$ cat src/rtl/hydra_pkg.sv
// Shared types and constants for the hydra transmit path.
package hydra_pkg;

  typedef enum logic [2:0] {
    IDLE      = 3'd0,
    POP       = 3'd1,
    CAPTURE   = 3'd2,
    WAIT_IDLE = 3'd3,
    LOAD      = 3'd4,
    GAP       = 3'd5,
    DROP      = 3'd6
  } sched_state_t;

  localparam int DEF_WIDTH = 64;

  // The direction flag sits just below the stop bit, i.e. the top payload bit.
  function automatic int dir_bit_of(input int width);
    return width - 2;
  endfunction

  localparam int DIR_BIT = dir_bit_of(DEF_WIDTH);

endpackage

$ cat src/rtl/hydra_tx_sched.sv
// Transmit scheduler: pops one FIFO word at a time and loads it into the
// enabled UARTs once they are idle; drops and counts undeliverable packets.
//
//   state     | meaning
//   IDLE      | waiting for the FIFO to hold data
//   POP       | single-cycle FIFO read strobe
//   CAPTURE   | latch payload and destination mask, clear wait counter
//   WAIT_IDLE | wait for every targeted UART to go idle, bounded by TIMEOUT
//   LOAD      | single-cycle load strobe to the targeted UARTs
//   GAP       | dead cycle so UARTs can raise tx_busy
//   DROP      | packet discarded, drop counter bumped
module hydra_tx_sched
  import hydra_pkg::*;
#(
  parameter int WIDTH   = 64,
  parameter int TIMEOUT = 127
) (
  input  logic             clk,
  input  logic             reset,
  input  logic             fifo_empty,
  input  logic [WIDTH-2:0] fifo_data,
  output logic             fifo_rd_en,
  input  logic [3:0]       enable_piso_upstream,
  input  logic [3:0]       enable_piso_downstream,
  input  logic [3:0]       tx_busy,
  output logic [WIDTH-2:0] tx_data,
  output logic [3:0]       ld_tx_data_uart,
  output logic             sched_busy,
  output logic             timeout_flag,
  output logic [7:0]       drop_count
);

  localparam int         DirBit   = dir_bit_of(WIDTH);
  localparam logic [7:0] WaitLast = 8'(TIMEOUT - 1);

  sched_state_t     state_q;
  logic [WIDTH-2:0] tx_data_q;
  logic [3:0]       mask_q;
  logic [3:0]       mask_d;
  logic [7:0]       wait_cnt_q;
  logic [7:0]       drop_cnt_q;
  logic             rd_en_q;
  logic [3:0]       ld_q;
  logic             timeout_q;

  assign mask_d = fifo_data[DirBit] ? enable_piso_downstream : enable_piso_upstream;

  // Strobes are registered alongside the state transition so they line up
  // exactly with the state they belong to.
  always_ff @(posedge clk or posedge reset) begin
    if (reset) begin
      state_q    <= IDLE;
      tx_data_q  <= '0;
      mask_q     <= '0;
      wait_cnt_q <= '0;
      drop_cnt_q <= '0;
      rd_en_q    <= 1'b0;
      ld_q       <= '0;
      timeout_q  <= 1'b0;
    end else begin
      rd_en_q   <= 1'b0;
      ld_q      <= '0;
      timeout_q <= 1'b0;
      case (state_q)
        IDLE: begin
          if (!fifo_empty) begin
            state_q <= POP;
            rd_en_q <= 1'b1;
          end
        end
        POP: state_q <= CAPTURE;
        CAPTURE: begin
          tx_data_q  <= fifo_data;
          mask_q     <= mask_d;
          wait_cnt_q <= '0;
          state_q    <= (mask_d == 4'b0000) ? DROP : WAIT_IDLE;
        end
        WAIT_IDLE: begin
          // Release is checked first so a same-edge release beats the timeout.
          if ((tx_busy & mask_q) == 4'b0000) begin
            state_q <= LOAD;
            ld_q    <= mask_q;
          end else if (wait_cnt_q == WaitLast) begin
            state_q   <= DROP;
            timeout_q <= 1'b1;
          end else begin
            wait_cnt_q <= wait_cnt_q + 8'd1;
          end
        end
        LOAD: state_q <= GAP;
        GAP:  state_q <= IDLE;
        DROP: begin
          if (drop_cnt_q != 8'hFF) drop_cnt_q <= drop_cnt_q + 8'd1;
          state_q <= IDLE;
        end
        default: state_q <= IDLE;
      endcase
    end
  end

  assign fifo_rd_en      = rd_en_q;
  assign tx_data         = tx_data_q;
  assign ld_tx_data_uart = ld_q;
  assign sched_busy      = (state_q != IDLE);
  assign timeout_flag    = timeout_q;
  assign drop_count      = drop_cnt_q;

endmodule
$ cat config.mk
export PLATFORM = sky130hd
export DESIGN_NAME = hydra_tx_sched
export DESIGN_NICKNAME = d
export VERILOG_FILES = /design/src/rtl/hydra_pkg.sv /design/src/rtl/hydra_tx_sched.sv
export SDC_FILE = /design/constraint.sdc
export NUM_CORES = 1
export LEC_CHECK = 0
export BUFFER_PORTS_ARGS = -buffer_cell sky130_fd_sc_hd__buf_2
export CORE_ASPECT_RATIO = 1.75
export CORE_MARGIN = 2
export CORE_UTILIZATION = 54
export CTS_BUF_LIST = sky130_fd_sc_hd__clkbuf_4
export CTS_CLUSTER_SIZE = 24
export DETAILED_ROUTE_END_ITERATION = 8
export GPL_TIMING_DRIVEN = 0
export PLACE_DENSITY = 0.88
export SYNTH_ARGS = -nofsm -noshare
export SYNTH_HDL_FRONTEND = slang
export SYNTH_SLANG_ARGS = --single-unit
$ cat constraint.sdc
create_clock -name clk -period 7.09 [get_ports clk]
set_clock_uncertainty 0.2 [all_clocks]
set_input_delay 0.3545 -clock clk [delete_from_list [all_inputs] [get_ports clk]]
set_output_delay 0.3545 -clock clk [all_outputs]
set_load 0.1 [all_outputs]
==> impl_metrics.py, run 1 <==
metrics = {
    "sta": {
        "fin_crit_sh": 0.313,
        "worst_pin_slew_ns": 0.555,
        "rsz0062_at_grt": "false",
        "slew_violations": 0,
        "hold_viol": 0,
        "period_minus_slack_ns": 2.22,
        "tns_ns": 0,
        "fmax_mhz": 451,
        "relSlewSlack": 0.629,
        "hold_slack_ns": 0.0476,
        "setup_viol": 0,
    },
    "place": {
        "io_buffers": 154,
        "dp_hpwl_mm": 7.41,
        "gp_congestion": 0.836,
    },
    "finish": {
        "final_core_util": 0.805,
        "fillers": 389,
        "multi_input_area_mm2": 0.00141,
        "area_growth_pct": 44.8,
        "regArea_mm2": 0.00230,
        "final_layout_size_suffix_gt1_frac": 0.292,
        "fin_nets": 727,
    },
    "synthesis": {
        "synth_ff_type": "dfrtp_1",
        "synth_cells": 413,
        "synth_nets": 494,
        "synth.distinct_cells": 41,
        "synth_edf_count": 0,
        "seq_area_frac_synth": 0.604,
        "syn_area_mm2": 0.00381,
        "yosysWarnings": 0,
        "ys_ff_latch": 92,
        "synthArstFlopShare": 1.00,
        "syn_area_per_cell_um2": 9.23,
    },
    "critical_path": {
        "reg2reg_from": "state_q[0]",
        "criticalPathCategory": "flop to output port",
        "critPathCaptureType": "output port",
        "timing.critical_path.from": "state_q[0]",
        "cp.arrival_ns": 1.66,
        "reg2reg_slack_ns": 4.96,
        "cp_cell_sequence": "buf_2 > nor2_1 > nand2_1 > buf_2",
        "setup.worst_path.end": "sched_busy",
        "critPathMaxFanout": 10,
        "worst_setup_path_start_kind": "flop",
        "slowest_delay_ns": 0.43,
        "path_common_cell": "buf_2",
        "critPathSlowestCell": "buf_2",
        "worst_r2r_endpoint": "tx_data[20]",
        "required_ns": 6.54,
        "reg2reg_depth": 6,
    },
    "clocking": {
        "cts_sinks": 92,
        "path_clk_slew_ns": 0.13,
        "post_cts_buffers": 0,
        "insertion_delay_ns": 0.46,
        "htreeDepth": 3,
        "tritoncts": "yes",
        "cts_buffer_depth": 2,
        "cts_buffers": 9,
        "cts-root-buf": "clkbuf_4",
    },
    "drt": {
        "vias_per_cell": 5.25,
        "drt_wl_total_mm": 11.8,
        "wl_met1_mm": 4.11,
        "vias": 3862,
        "drt_drc_violations_left": 0,
        "first_pass_iters": 5,
        "wl_met2_mm": 6.27,
        "drt-initial-drc-count": 397,
        "dr.max_layer_used": "met4",
        "wl_per_cell_um": 16.0,
        "ant_nets": 0,
        "dr_wl_met3_um": 797,
    },
    "floorplanning": {
        "dieArea_mm2": 0.00777,
        "io-pin-count": 156,
        "num_rows": 40,
        "start_util": 0.556,
        "coreArea_mm2": 0.00686,
        "die_w_um": 67.5,
        "die_h_um": 115,
    },
    "global_routing": {
        "grt_overflow": 0,
        "grtUsageTotal": 0.323,
        "antenna_found_initial": 1,
        "grt_pass1_vias": 4007,
        "grt_pass1_wl_mm": 18.4,
        "grt_max_degree": 62,
    },
    "status": {
        "status": "finished, final reports clean",
    },
    "run": {
        "max_cap_viol_count": 0,
    },
    "min_path": {
        "hold_path.class": "input pin to flop",
    },
}
## Yosys cell counts (all sizes together), types with 4 or more instances
library cell,instances,share of area
and2,5,0.0082
mux2i,8,0.021
a21oi,10,0.014
buf,11,0.014
or2,4,0.0066
xnor2,4,0.0092
nand2,207,0.20
dfrtp,92,0.60
nor3,5,0.0066
inv,7,0.0069
clkbuf,6,0.0059
nand3,6,0.0079
nor2,11,0.011
## how the worst min path moves through the flow
stage	startpoint	endpoint	slack, ns	cells past startpoint
after CTS	enable_piso_upstream[0]	mask_q[0]	0.02	3
after global routing	enable_piso_upstream[2]	mask_q[2]	0.06	3
after global placement	tx_data[8]	tx_data[8]	0.25	2
final	enable_piso_upstream[2]	mask_q[2]	0.05	3
after detailed placement	reset	tx_data[19]	0.20	2
after floorplan	fifo_empty	fifo_rd_en	0.22	1
## worst max-delay path, delay by kind of cell, from the launching register on
family	cells	cell delay, ns
simple gates	2	0.20
flops	1	0.37
buf+inv	2	0.64
## what timing repair did
item                      4_1_cts  5_1_grt
gates resized for setup         0        0
hold endpoints to repair       96        0
hold buffers                   67        0
## kinds of logic (layout without fill, tap and decap cells)
| group | Yosys count | count (layout) | synth area share |
|---|---|---|---|
| other | 0 | 1 | 0 |
| AOI/OAI and AO/OA | 25 | 25 | 0.0453 |
| muxes | 9 | 9 | 0.0240 |
| and+or+nand+nor | 253 | 253 | 0.274 |
| xor gates and xnor gates | 7 | 7 | 0.0161 |
| adders and majority gates | 3 | 3 | 0.00985 |
| DFF | 92 | 92 | 0.604 |
| buffers and inverters | 24 | 262 | 0.0272 |
## routing by layer
metal  track usage  vias to the layer above
li1              -                     1784
met1         0.336                     1830
met2         0.553                      189
met3        0.0861                       59
met4         0.211                        0
met5             0                        -
## registers in the layout, summed over array words and instances (netlist names)
register	count
tx_data	63
drop_count	8
wait_cnt_q	8
ld_tx_data_uart	4
mask_q	4
state_q	3
fifo_rd_en	1
timeout_flag	1
## metrics by stage
step | setup WS [ns] | instances | cell area [µm²]
CTS | 4.86 | 735 | 5520
detailed placement | 4.99 | 652 | 4720
global placement | 3.26 | 651 | 4690
global route | 4.74 | 736 | 5520
floorplan | 4.14 | 413 | 3810
finish | 4.87 | 736 | 5520
## layout make-up
cell class,instances,area share
Tap cell,84,0.0190
Sequential cell,92,0.417
Inverter,7,0.00521
Clock inverter,6,0.00997
Multi-Input combinational cell,297,0.255
Clock buffer,10,0.0136
Buffer,17,0.0140
Antenna cell,1,0.000453
Timing Repair Buffer,222,0.266
## cells in the final DEF, fill, tap and decap left out, types with 3 or more instances in the layout
| cell | synthesis | final |
|---|---|---|
| nand2_1 | 207 | 207 |
| buf_2 | 11 | 165 |
| dfrtp_1 | 92 | 92 |
| dlygate4sd3_1 | 0 | 67 |
| nor2_1 | 11 | 11 |
| clkbuf_4 | 0 | 10 |
| a21oi_1 | 9 | 9 |
| mux2i_1 | 8 | 8 |
| inv_1 | 7 | 6 |
| clkbuf_1 | 6 | 6 |
| nand3_1 | 6 | 6 |
| nor3_1 | 5 | 5 |
| and2_1 | 5 | 5 |
| xnor2_1 | 4 | 4 |
| or2_2 | 4 | 4 |
| xor2_1 | 3 | 3 |
| a22oi_1 | 3 | 3 |
| ha_1 | 3 | 3 |
Power of run 1 is not shown: default switching activity piles up to over one toggle a cycle in this logic, so the estimate is an artifact.
==> inputs of run 2 (changes only) <==
- CORE_UTILIZATION: 54 -> 45
- PLACE_DENSITY: 0.88 -> 0.78
- clock period: 7.09 -> 1.9 ns (I/O delays scaled with it)
==> run 2 against run 1 <==
  * Die area rose by 19%
  * Utilization fell by 11 points
  * Sequential share of layout area fell by 1.6 points
  * First-iteration DRC count fell by 54%
  * Final cell count rose by 2.9%
  * Register-to-register slack got worse by 4.9 ns
  * Highest routed layer unchanged
==> impl_metrics.py, run 2 (synthesis gave the netlist of run 1 again) <==
metrics = {
    "global_routing": {
        "antenna_found_initial": 1,
        "grtUsageTotal": 0.260,
        "grt_pass1_vias": 4052,
        "grt_overflow": 0,
        "grt_pass1_wl_mm": 18.6,
        "grt_max_degree": 44,
    },
    "run": {
        "max_cap_viol_count": 0,
    },
    "drt": {
        "drt-initial-drc-count": 182,
        "wl_per_cell_um": 15.0,
        "drt_drc_violations_left": 0,
        "drt_wl_total_mm": 11.3,
        "first_pass_iters": 5,
        "ant_nets": 0,
        "vias": 3785,
        "vias_per_cell": 5.00,
    },
    "place": {
        "dp_cells": 662,
        "dp_hpwl_mm": 7.23,
        "gp_congestion": 0.793,
        "pre_cts_ws_ns": -0.211,
        "io_buffers": 154,
    },
    "critical_path": {
        "critPathCaptureType": "output port",
        "reg2reg_slack_ns": 0.09,
        "worst_r2r_endpoint": "wait_cnt_q[7]",
        "slowest_delay_ns": 0.40,
        "timing.critical_path.from": "state_q[0]",
        "worst_setup_path_start_kind": "flop",
        "setup.worst_path.end": "sched_busy",
        "reg2reg_from": "wait_cnt_q[0]",
        "reg2reg_depth": 6,
        "criticalPathCategory": "flop to output port",
        "critPathMaxFanout": 10,
        "cp.arrival_ns": 1.52,
        "required_ns": 1.60,
        "cp_cell_sequence": "clkbuf_4 > nor2_4 > nand2_1 > buf_4",
        "critPathSlowestCell": "dfrtp_1",
    },
    "sta": {
        "hold_slack_ns": 0.0742,
        "period_minus_slack_ns": 1.81,
        "fmax_mhz": 552,
        "worst_pin_slew_ns": 0.513,
        "hold_viol": 0,
        "fin_crit_sh": 0.953,
        "relSlewSlack": 0.660,
        "setup_ws_ns": 0.0894,
        "setup_viol": 0,
        "slew_violations": 0,
    },
    "finish": {
        "fin_nets": 740,
        "layout_common_cells": "nand2_1, buf_2, dfrtp_1, dlygate4sd3_1, clkbuf_4",
        "final_core_util": 0.698,
        "regArea_mm2": 0.00231,
        "largest_register_ff_count": 63,
        "multi_input_area_mm2": 0.00146,
        "final_cells": 757,
        "fillers": 620,
        "final_layout_size_suffix_gt1_frac": 0.322,
        "layout_commonest_cell": "nand2_1",
        "area_growth_pct": 51.2,
    },
    "clocking": {
        "htreeDepth": 3,
        "insertion_delay_ns": 0.43,
        "path_clk_slew_ns": 0.12,
        "cts-root-buf": "clkbuf_4",
        "cts_sinks": 92,
        "tritoncts": "yes",
        "cts_buffer_depth": 2,
        "cts_buffers": 9,
    },
    "floorplanning": {
        "start_util": 0.462,
        "io-pin-count": 156,
        "die_w_um": 73.6,
        "coreArea_mm2": 0.00826,
        "dieArea_mm2": 0.00925,
        "die_h_um": 126,
        "num_rows": 44,
    },
    "min_path": {
        "hold_path.class": "input pin to flop",
    },
    "status": {
        "status": "finished, final reports clean",
    },
}
-- run 2: cell count changes in the layout (fill, tap and decap cells not counted), sizes merged --
cell / change
buf: +2
clkbuf: +5
clkinv: -2
dlygate4sd3: +9
inv: -1
-- run 2: final cells by class --
cell class	count	area share
Inverter	7	0.00521
Tap cell	92	0.0200
Sequential cell	92	0.401
Clock inverter	3	0.00673
Clock buffer	13	0.0169
Multi-Input combinational cell	297	0.254
Buffer	17	0.0152
Timing Repair Buffer	235	0.280
Antenna cell	1	0.000434
-- run 2: timing repair --
item	4_1_cts	5_1_grt
buffers inserted	0	2
endpoints found under the setup margin	63	64
gates cloned	0	0
resized for setup	5	13
hold endpoints to repair	162	0
hold buffers	76	0
pin swaps	0	1
-- run 2: per-layer routing --
layer	share of wire	global-route usage	vias to the layer above
li1	-	-	1800
met1	0.36	0.279	1782
met2	0.55	0.458	159
met3	0.050	0.0488	44
met4	0.045	0.150	0
met5	0	0	-
-- run 2: metrics by stage --
step                      TNS (ns)  area (µm²)
after floorplan             -0.168        3840
after global placement      -11.81        4720
after detailed placement    -10.74        4790
after CTS                        0        5700
after global routing       -0.0459        5760
final                            0        5760
-- run 2: critical path, delay by kind of cell (launching register included) --
kind	cells	cell delay [ns]
buffers and inverters	2	0.45
flip-flops	1	0.40
AND/OR/NAND/NOR	2	0.24
-- run 2: worst min-delay path by stage --
| stage | cells past startpoint | endpoint | start |
|---|---|---|---|
| 2_1_floorplan | 1 | fifo_rd_en | fifo_empty |
| 3_3_place_gp | 2 | fifo_rd_en | fifo_empty |
| 3_5_place_dp | 2 | tx_data[57] | reset |
| 4_1_cts | 4 | timeout_flag | tx_busy[2] |
| 5_1_grt | 5 | ld_tx_data_uart[2] | tx_busy[1] |
| 6_report | 4 | timeout_flag | tx_busy[2] |
Power of run 2 is left out for the same reason.
==> inputs of run 3 (changes only) <==
- BUFFER_PORTS_ARGS: -buffer_cell sky130_fd_sc_hd__buf_2 -> -buffer_cell sky130_fd_sc_hd__buf_4
==> run 3 against run 2 <==
  * Die area unchanged
  * Setup slack worse by 0.0031 ns
  * Utilization rose by 4.3 points
  * Global-route usage up 0.80 points
  * Final cell count shrank 0.40%
  * Clock-buffer cell count decreased by 2
  * Sequential share of layout area decreased by 2.3 points
  * Critical path type is now flop to flop
  * Largest cell class unchanged
==> impl_metrics.py, run 3 (synthesis gave the netlist of run 1 again) <==
metrics = {
    "sta": {
        "period_minus_slack_ns": 1.81,
        "worst_pin_slew_ns": 0.493,
        "fin_crit_sh": 0.955,
        "setup_viol": 0,
        "hold_slack_ns": 0.0324,
        "hold_viol": 0,
        "relSlewSlack": 0.670,
        "slew_violations": 0,
        "fmax_mhz": 551,
        "rsz0062_at_grt": "false",
    },
    "finish": {
        "multi_input_area_mm2": 0.00145,
        "regArea_mm2": 0.00231,
        "fin_nets": 737,
        "layout_commonest_cell": "nand2_1",
        "largest_register_ff_count": 63,
        "fillers": 554,
        "area_growth_pct": 60.5,
        "final_core_util": 0.741,
        "final_layout_size_suffix_gt1_frac": 0.316,
        "post-route-cell-area_mm2": 0.00612,
        "layout_common_cells": "nand2_1, buf_4, dfrtp_1, dlygate4sd3_1, clkbuf_4",
    },
    "clocking": {
        "cts_sinks": 92,
        "path_clk_slew_ns": 0.13,
        "insertion_delay_ns": 0.44,
        "htreeDepth": 3,
        "cts_buffer_depth": 2,
        "cts-root-buf": "clkbuf_4",
        "cts_buffers": 9,
        "tritoncts": "yes",
    },
    "critical_path": {
        "required_ns": 2.04,
        "cp.arrival_ns": 1.95,
        "criticalPathCategory": "flop to flop",
        "reg2reg_slack_ns": 0.09,
        "critPathMaxFanout": 9,
        "critPathCaptureType": "flop",
        "worst_setup_path_start_kind": "flop",
        "timing.critical_path.from": "state_q[2]",
        "reg2reg_from": "state_q[2]",
        "reg2reg_depth": 4,
        "worst_r2r_endpoint": "state_q[2]",
    },
    "drt": {
        "drt_wl_total_mm": 11.8,
        "drt-initial-drc-count": 284,
        "vias_per_cell": 5.00,
        "wl_per_cell_um": 15.7,
        "vias": 3771,
        "drt_drc_violations_left": 0,
        "first_pass_iters": 4,
        "ant_nets": 0,
    },
    "run": {
        "max_cap_viol_count": 0,
    },
    "min_path": {
        "hold_path.class": "input pin to flop",
        "hold_depth": 4,
        "hold_start": "tx_busy[3]",
        "hold_end": "timeout_flag",
    },
    "global_routing": {
        "grtUsageTotal": 0.268,
        "grt_pass1_vias": 4112,
        "grt_max_degree": 41,
        "grt_pass1_wl_mm": 19.2,
        "grt_overflow": 0,
        "antenna_found_initial": 1,
    },
    "place": {
        "placed_area_mm2": 0.00515,
        "io_buffers": 154,
        "gp_congestion": 0.785,
        "dp_hpwl_mm": 7.48,
    },
    "status": {
        "status": "finished, final reports clean",
    },
    "floorplanning": {
        "die_w_um": 73.6,
        "coreArea_mm2": 0.00826,
        "io-pin-count": 156,
        "dieArea_mm2": 0.00925,
        "start_util": 0.462,
        "num_rows": 44,
        "die_h_um": 126,
    },
}
## run 3: how the worst max path moves through the flow
stage / depth (start not counted) / end / slack, ns
3_5_place_dp: 5 / mask_q[2] / -0.22
3_3_place_gp: 2 / drop_count[0] / -0.21
5_1_grt: 4 / sched_busy / 0.0005
2_1_floorplan: 5 / drop_count[6] / -0.13
4_1_cts: 4 / sched_busy / 0.03
6_report: 4 / state_q[2] / 0.09
## run 3: metal layers
metal  routed length (µm)  GRT usage
met2                 6480      0.476
met3                  457     0.0432
met5                    0          0
met4                  612      0.155
met1                 4290      0.287
## run 3: layout make-up
class | count | share of cell area
antenna | 1 | 0.000409
buffer | 17 | 0.0149
clock buffer | 11 | 0.0135
clock inverter | 5 | 0.0125
inverter | 7 | 0.00491
multi-input combinational | 297 | 0.237
sequential | 92 | 0.378
tap | 92 | 0.0188
timing repair buffer | 231 | 0.319
timing repair inverter | 1 | 0.000818
## run 3: metrics by stage
stage	setup TNS, ns	setup WS (ns)	std cells
global route	0	0.000528	754
global placement	-14.24	-0.211	659
finish	0	0.0863	754
CTS	0	0.0326	752
floorplan	-0.168	-0.131	413
detailed placement	-9.86	-0.220	661
## run 3: worst max-delay path: stages, from the launching register on
cell and delay [ns]:
dfrtp_1 0.49, nand2b_2 0.28, a21oi_4 0.26, nand2_1 0.20, a31o_2 0.29
## run 3: repair_timing
| action | in CTS | in global routing |
|---|---|---|
| gates cloned | 0 | 1 |
| hold endpoints to repair | 127 | 0 |
| setup endpoints to repair | 63 | 95 |
| hold buffers | 75 | 0 |
| resized for setup | 5 | 12 |
| pin swaps | 0 | 1 |
| setup buffers | 0 | 0 |
Power of run 3 is left out for the same reason.
